===== src/rtl/kwc_pkg.sv =====
// Shared types and constants for the 5x5 kernel window sequencer.
package kwc_pkg;

  typedef enum logic [2:0] {
    ST_IDLE  = 3'd0,
    ST_FILL  = 3'd1,
    ST_RUN   = 3'd2,
    ST_DRAIN = 3'd3,
    ST_DONE  = 3'd4
  } kwc_state_e;

  localparam int KERNEL = 5;
  localparam int HALF   = 2;

  // Bits needed to hold coordinates 0..n-1; never less than one bit.
  function automatic int coord_w(input int n);
    return (n <= 2) ? 1 : $clog2(n);
  endfunction

endpackage


===== src/rtl/kwc_pos_counter.sv =====
// Raster column/row position counter; the row saturates on the last pixel of a frame.
module kwc_pos_counter #(
  parameter int W  = 8,
  parameter int H  = 8,
  parameter int CW = 3,
  parameter int RW = 3
) (
  input  logic          clk,
  input  logic          rst_n,
  input  logic          clear,
  input  logic          advance,
  output logic [CW-1:0] col,
  output logic [RW-1:0] row,
  output logic          col_last,
  output logic          last_pix
);

  localparam logic [CW-1:0] COL_MAX = CW'(W - 1);
  localparam logic [RW-1:0] ROW_MAX = RW'(H - 1);

  logic [CW-1:0] col_q, col_d;
  logic [RW-1:0] row_q, row_d;

  assign col_last = (col_q == COL_MAX);
  assign last_pix = col_last && (row_q == ROW_MAX);
  assign col      = col_q;
  assign row      = row_q;

  always_comb begin
    col_d = col_q;
    row_d = row_q;
    if (clear) begin
      col_d = '0;
      row_d = '0;
    end else if (advance) begin
      if (col_last) begin
        col_d = '0;
        if (!last_pix) row_d = row_q + RW'(1);
      end else begin
        col_d = col_q + CW'(1);
      end
    end
  end

  always_ff @(posedge clk or negedge rst_n) begin
    if (!rst_n) begin
      col_q <= '0;
      row_q <= '0;
    end else begin
      col_q <= col_d;
      row_q <= row_d;
    end
  end

endmodule


===== src/rtl/kernel_window_ctrl.sv =====
// Frame sequencer for the 5x5 line-buffer window generator.
// Optional macro KWC_STALL_CNT_EN adds the stall_cnt output (held-window cycle counter).
module kernel_window_ctrl
  import kwc_pkg::*;
#(
  parameter int IMG_Width  = 8,
  parameter int IMG_Height = 8,
  parameter int CW         = coord_w(IMG_Width),
  parameter int RW         = coord_w(IMG_Height)
) (
  input  logic          CLK,
  input  logic          CLR,
  input  logic          start,
  input  logic          in_valid,
  output logic          in_ready,
  output logic          lb_we,
  output logic          win_valid,
  input  logic          win_ready,
  output logic [RW-1:0] win_row,
  output logic [CW-1:0] win_col,
  output logic          busy,
  output logic          frame_done,
`ifdef KWC_STALL_CNT_EN
  output logic [15:0]   stall_cnt,
`endif
  output logic [2:0]    state_dbg
);

  // Handshakes: a pixel moves when in_valid && in_ready; a window is consumed
  // when win_valid && win_ready. Neither valid may depend on its ready.
  kwc_state_e state_q, state_d;

  logic          win_valid_q, win_valid_d;
  logic [RW-1:0] win_row_q, win_row_d;
  logic [CW-1:0] win_col_q, win_col_d;
  logic [CW-1:0] col;
  logic [RW-1:0] row;
  logic          col_last, last_pix;
  logic          accept, win_set, frame_start;

  assign frame_start = (state_q == ST_IDLE) && start;
  assign in_ready    = ((state_q == ST_FILL) || (state_q == ST_RUN)) &&
                       (!win_valid_q || win_ready);
  assign accept      = in_valid && in_ready;
  assign lb_we       = accept;
  // Windows whose left edge would wrap into the previous row are never flagged.
  assign win_set     = accept && (row >= RW'(KERNEL - 1)) && (col >= CW'(KERNEL - 1));

  kwc_pos_counter #(
    .W (IMG_Width),
    .H (IMG_Height),
    .CW(CW),
    .RW(RW)
  ) u_pos (
    .clk     (CLK),
    .rst_n   (CLR),
    .clear   (frame_start),
    .advance (accept),
    .col     (col),
    .row     (row),
    .col_last(col_last),
    .last_pix(last_pix)
  );

  always_comb begin
    state_d = state_q;
    case (state_q)
      ST_IDLE:  if (start) state_d = ST_FILL;
      ST_FILL:  if (accept && col_last && (row == RW'(KERNEL - 2))) state_d = ST_RUN;
      ST_RUN:   if (accept && last_pix) state_d = ST_DRAIN;
      ST_DRAIN: if (!win_valid_q) state_d = ST_DONE;
      ST_DONE:  state_d = ST_IDLE;
      default:  state_d = ST_IDLE;
    endcase
  end

  always_comb begin
    win_valid_d = win_valid_q;
    win_row_d   = win_row_q;
    win_col_d   = win_col_q;
    if (win_set) begin
      win_valid_d = 1'b1;
      win_row_d   = row - RW'(HALF);
      win_col_d   = col - CW'(HALF);
    end else if (win_valid_q && win_ready) begin
      win_valid_d = 1'b0;
    end
  end

  always_ff @(posedge CLK or negedge CLR) begin
    if (!CLR) begin
      state_q     <= ST_IDLE;
      win_valid_q <= 1'b0;
      win_row_q   <= '0;
      win_col_q   <= '0;
    end else begin
      state_q     <= state_d;
      win_valid_q <= win_valid_d;
      win_row_q   <= win_row_d;
      win_col_q   <= win_col_d;
    end
  end

`ifdef KWC_STALL_CNT_EN
  logic [15:0] stall_q, stall_d;

  always_comb begin
    stall_d = stall_q;
    if (frame_start) stall_d = '0;
    else if (win_valid_q && !win_ready && (stall_q != 16'hFFFF)) stall_d = stall_q + 16'd1;
  end

  always_ff @(posedge CLK or negedge CLR) begin
    if (!CLR) stall_q <= '0;
    else      stall_q <= stall_d;
  end

  assign stall_cnt = stall_q;
`endif

  assign win_valid  = win_valid_q;
  assign win_row    = win_row_q;
  assign win_col    = win_col_q;
  assign busy       = (state_q != ST_IDLE);
  assign frame_done = (state_q == ST_DONE);
  assign state_dbg  = state_q;

endmodule


===== config.mk =====
export PLATFORM = sky130hd
export DESIGN_NAME = kernel_window_ctrl
export DESIGN_NICKNAME = d
export VERILOG_FILES = /design/src/rtl/kwc_pkg.sv /design/src/rtl/kwc_pos_counter.sv /design/src/rtl/kernel_window_ctrl.sv
export SDC_FILE = /design/constraint.sdc
export NUM_CORES = 1
export LEC_CHECK = 0
export ABC_CLOCK_PERIOD_IN_PS = 2200
export BUFFER_PORTS_ARGS = -buffer_cell sky130_fd_sc_hd__buf_2
export CORE_AREA = 2 2 49 86
export DETAILED_ROUTE_END_ITERATION = 10
export DIE_AREA = 0 0 51 88
export HOLD_SLACK_MARGIN = 0.02
export PLACE_DENSITY = 0.49
export SYNTH_ARGS = -nofsm -noshare
export SYNTH_HDL_FRONTEND = slang
export SYNTH_SLANG_ARGS = --single-unit

===== constraint.sdc =====
create_clock -name CLK -period 2.2 [get_ports CLK]
set_input_delay 0.44 -clock CLK [delete_from_list [all_inputs] [get_ports CLK]]
set_output_delay 0.44 -clock CLK [all_outputs]
set_load 0.02 [all_outputs]

# Word-level counts from Yosys, hierarchy flattened
# Cells that the tools add are included.
[op_classes]
add_sub_neg = 4
order_cmp = 2
eq_ne = 12
mux = 14
reduce_logical = 20
[ops]
columns = ["cell", "count"]
rows = [
  ["$mux 3", 11],
  ["$pmux 3 s4", 1],
  ["$logic_and 1x1->1", 10],
  ["$eq 3x2->1 const B", 3],
  ["$eq 3x3->1 const B", 3],
  ["$add 3x1->3 const B", 2],
  ["$ge 3x3->1 const B", 2],
  ["$ne 2x1->1 const B", 3],
  ["$reduce_bool 2->1", 3],
  ["$sub 3x2->3 const B", 2],
  ["$ne 2x2->1 const B", 2],
  ["$reduce_and 4->1", 1],
  ["$eq 3x1->1 const B", 1],
  ["$logic_not 3->1", 1],
  ["$reduce_and 3->1", 1],
  ["$reduce_bool 3->1", 1],
  ["$logic_or 1x1->1", 2],
  ["$mux 1", 2],
  ["$logic_not 1->1", 1],
]
[totals]
regBits = 16
in_bits = 5
elab_cells = 58

# Longest topological paths before layout
[logic_depth]
word_depth = 8
mapped_depth = 5
ltp_nobuf = 5

# Hierarchy
# A second synthesis with hierarchy kept.
[unflattened]
hier_cells = 76
hier_area_um2 = 870.8
[by_module_without_submodules]
columns = ["mod", "instances", "cells_each", "area_each_um2"]
rows = [
  ["kernel_window_ctrl", 1, 47, 529.3],
  ["kwc_pos_counter", 1, 29, 341.6],
]

# Worst setup path before layout
# OpenSTA, ideal clock, no wires.
[synth_timing]
path_type = "reg2out"
start = "register state_q[2] (netlist: state_dbg[2])"
end = "output frame_done"
t_arrival_ns = 1.304
required_ns = 1.760
path_slack_ns = 0.456
path_stages_with_launch = 4
n_path_buf = 1
cell_sequence = "dfrtp_1 -> clkbuf_1 -> inv_1 -> nor3_1"
[synth_between]
elab_chain_cells = 1
[synth_lines]
columns = ["element", "line_no", "rtl"]
rows = [
  ["start, declared", "kernel_window_ctrl.sv:31", "kwc_state_e state_q, state_d;"],
  ["start signal, assigned", "kernel_window_ctrl.sv:97", "state_q <= state_d;"],
  ["$eq 3x3->1", "kernel_window_ctrl.sv:125", "assign frame_done = (state_q == ST_DONE);"],
  ["end, declared", "kernel_window_ctrl.sv:22", "output logic frame_done,"],
]
# No other way between the ends.

# Worst setup path in the final report
[layout_timing]
start = "register state_q[2] (netlist: state_dbg[2])"
end = "output lb_we"
[layout_between]
elab_chain_cells = 4
[layout_lines]
columns = ["element", "line_no", "rtl"]
rows = [
  ["$eq 3x1->1 or $eq 3x2->1 (tied branches)", "kernel_window_ctrl.sv:42", "assign in_ready = ((state_q == ST_FILL) || (state_q == ST_RUN)) &&"],
  ["$logic_or 1x1->1 (*)", "kernel_window_ctrl.sv:42", ""],
  ["$logic_and 1x1->1 (*)", "kernel_window_ctrl.sv:42", ""],
  ["$logic_and 1x1->1 (*)", "kernel_window_ctrl.sv:44", "assign accept = in_valid && in_ready;"],
  ["end, declared", "kernel_window_ctrl.sv:16", "output logic lb_we,"],
]
# Every way passes the cells marked *; elsewhere a longest branch is shown, timed or not.

==> metrics.md <==
| Metric | Value |
|---|---|
| First-pass DRT Iterations | `4` |
| Post-route design area | `about 1100 um^2` |
| RR Startpoint | `state_dbg[2]` |
| VDD IR-drop max | `about 0.37 mV` |
| Gpl congestion | `around 0.74` |
| Worst Hold Class | `primary input to asynchronous set/reset pin` |
| Worst-path maximum fanout | `13` |
| Final period util | `a little over four fifths` |
| Chip Height | `~90 um` |
| Full die area | `about 4500 um^2` |
| Met2 usage | `between 15 and 20%` |
| TritonCTS clock tree | `done` |
| Core box area | `approximately 3800 um^2` |
| Site Rows | `30` |
| Final HPWL DP | `between 1500 and 2000 um` |
| CTS buffer count | `3` |
| GRT met1 Usage | `8.325%` |
| Setup Fix Bufs, Post-CTS | `0` |
| Area Overhead vs Synth | `19.56%` |
| Register area share after synthesis | `around 44%` |
| Slew margin rel. | `between 70 and 80%` |
| Min Clock Period, post-route | `between 1.5 and 2 ns` |
| Average wire per standard cell | `13.11 um` |
| Status | `completed` |
| Layout cells sized above 1 | `about 30%` |
| Max_cap viols | `0` |
| Initial drt markers | `12` |
| Final Max Tran Viols | `0` |
| Resize count post-CTS | `0` |
| Initial antenna violation count | `0` |
| PwrDens | `roughly 1200 nW/um^2` |
| Placed inst area | `1039 um^2` |
| Routed WL | `approximately 2000 um` |
| IO buf count | `18` |
| Largest net degree at the start of global routing | `17` |
| Synth warn | `0` |
| Longest Clk Path Bufs | `2` |
| Syn Area/Cell | `approximately 11 um^2` |
| First-pass GRT wire length | `3187 um` |
| Synth area leader | `dfrtp_1` |
| Crit path kind | `flop to primary output` |
| Clk Latency, worst-skew pair | `approximately 0.25 ns` |
| Final layout net count | `roughly 110` |
| Synth area leaders | `dfrtp_1, ha_1, mux2i_1` |
| Slew of the pin with the lowest slew margin | `just over 0.4 ns` |
| CTS Hold Buffers Added | `0` |
| Post-route ant nets | `0` |
| Die X | `between 50 and 60 um` |
| DR vias | `about 720` |
| Fin Setup TNS | `0 ns` |
| Post-Syn Instances | `84` |
| Post-synthesis net count | `94` |
| Type of origin of the critical path | `flop` |
| Fin Clk Skew | `around 0.0081 ns` |
| Vias in the first global route | `769` |
| # fillers | `around 410` |
| Synth Register Bits | `16` |
| GRT Util Overall | `a little under a tenth` |
| CTS clk-pin slew, worst paths | `0.07 ns` |
| Fmax | `about 540 MHz` |
| Starting Density | `between 20 and 25%` |
| # IOs | `19` |
| Most Crowded Layer GR | `met2` |
| Root Buffer Master | `clkbuf_8` |
| DRC errors left | `0` |
| # clock sinks | `16` |
| CP required | `1.76 ns` |
| Leak Pwr | `0.5442 nW` |
| Main flop type after synthesis | `dfrtp_1` |
| Post-synth EDFFs | `0` |
| Depth of the CTS H-tree | `1` |
| Mapped cell area | `approximately 910 um^2` |
| Total gr overflow | `0` |
| Synth cell count leaders | `dfrtp_1, inv_1, ha_1, mux2i_1, nand4_1` |
| Crit path DAT | `1.40 ns` |
| Async set-reset flop share out of synthesis | `100.0%` |
| Setup crit start | `state_dbg[2]` |
| Vias/cell | `between 4 and 5` |
| M3 GR Usage | `1.536%` |
| CP Capture Type | `primary output` |
| Most numerous cell in the Yosys netlist | `dfrtp_1` |
| Yosys top cell area share | `a little over two fifths` |
| Synth unique cells | `29` |
| Antenna fix cells | `0` |
| RSZ-0062 raised after global routing | `no` |
| Fin. Hold Viols | `0` |
| Final setup viols | `0` |
-- logic make-up (layout without fill, tap and decap cells) --
group	Yosys count	in the layout	share of synthesized area (%)
multiplexers	9	9	10.40
AND/OR/NAND/NOR	31	31	21.20
AO/OA/AOI/OAI	10	10	7.250
buffers and inverters	11	30	6.567
XOR/XNOR	2	2	3.968
adder cells (fa/ha/maj)	5	5	6.840
flip-flops	16	16	43.78
-- flip-flops by register name (all words and copies together) (netlist names) --
register	cells
win_row	3
win_col	3
u_pos.col	3
u_pos.row	3
state_dbg	3
win_valid	1
-- metrics by stage --
step	instances	total power, mW	setup slack [ns]	util (%)	hold WS (ns)
global placement	147	0.9989	0.4506	27.39	0.3749
global route	151	1.355	0.2779	28.84	0.1168
floorplan	84	0.8804	0.4555	-	0.1444
CTS	151	1.277	0.3446	28.84	0.1095
detailed placement	147	1.014	0.4217	27.39	0.3785
finish	151	1.260	0.3558	28.84	0.09729
-- routing by layer --
| layer | part of all wire (%) | vias up |
|---|---|---|
| met1 | 34 | 364 |
| met2 | 58 | 14 |
| met4 | 3.6 | 0 |
| li1 | - | 336 |
| met5 | 0 | - |
| met3 | 3.7 | 4 |
-- critical path: stages (launching register included) --
cell      delay (ns)
dfrtp_1         0.50
nand2b_1        0.31
nor3_1          0.16
buf_2           0.18
-- worst paths after layout --
| kind | slack (ns) | endpoint | cells after the start |
|---|---|---|---|
| max | 0.36 | lb_we | 3 |
| min | 0.1 | win_valid | 1 |
| max reg2reg | 0.47 | win_row[0] | 3 |
| min reg2reg | 0.51 | win_col[2] | 1 |
| max in group asynchronous | 1.82 | win_col[1] | 1 |
| min in group CLK | 0.51 | win_col[2] | 1 |
-- where the power goes --
part | switching (mW) | internal (mW)
clock | 0.101 | 0.158
sequential | 0.117 | 0.380
combinational | 0.289 | 0.215
total | 0.507 | 0.753
-- final cells by class --
type,count,area [um^2],area share (%)
multi-input cells,57,454.2,41.53
flip-flops and latches,16,400.4,36.61
repair buffers,19,97.59,8.924
well taps,48,60.06,5.492
clock buffers,4,55.05,5.034
inverters,7,26.28,2.403
-- layout by cell type, fill, tap and decap left out, drive strengths merged, types with 2 or more instances in the layout --
master  instances
a21oi           4
buf            19
clkbuf          4
dfrtp          16
ha              5
inv             7
mux2            4
mux2i           5
nand2           4
nand2b          3
nand3           2
nand4           5
nor2            4
nor2b           2
nor3            4
o31ai           3
Note: power is estimated with default switching activity, not from simulation.
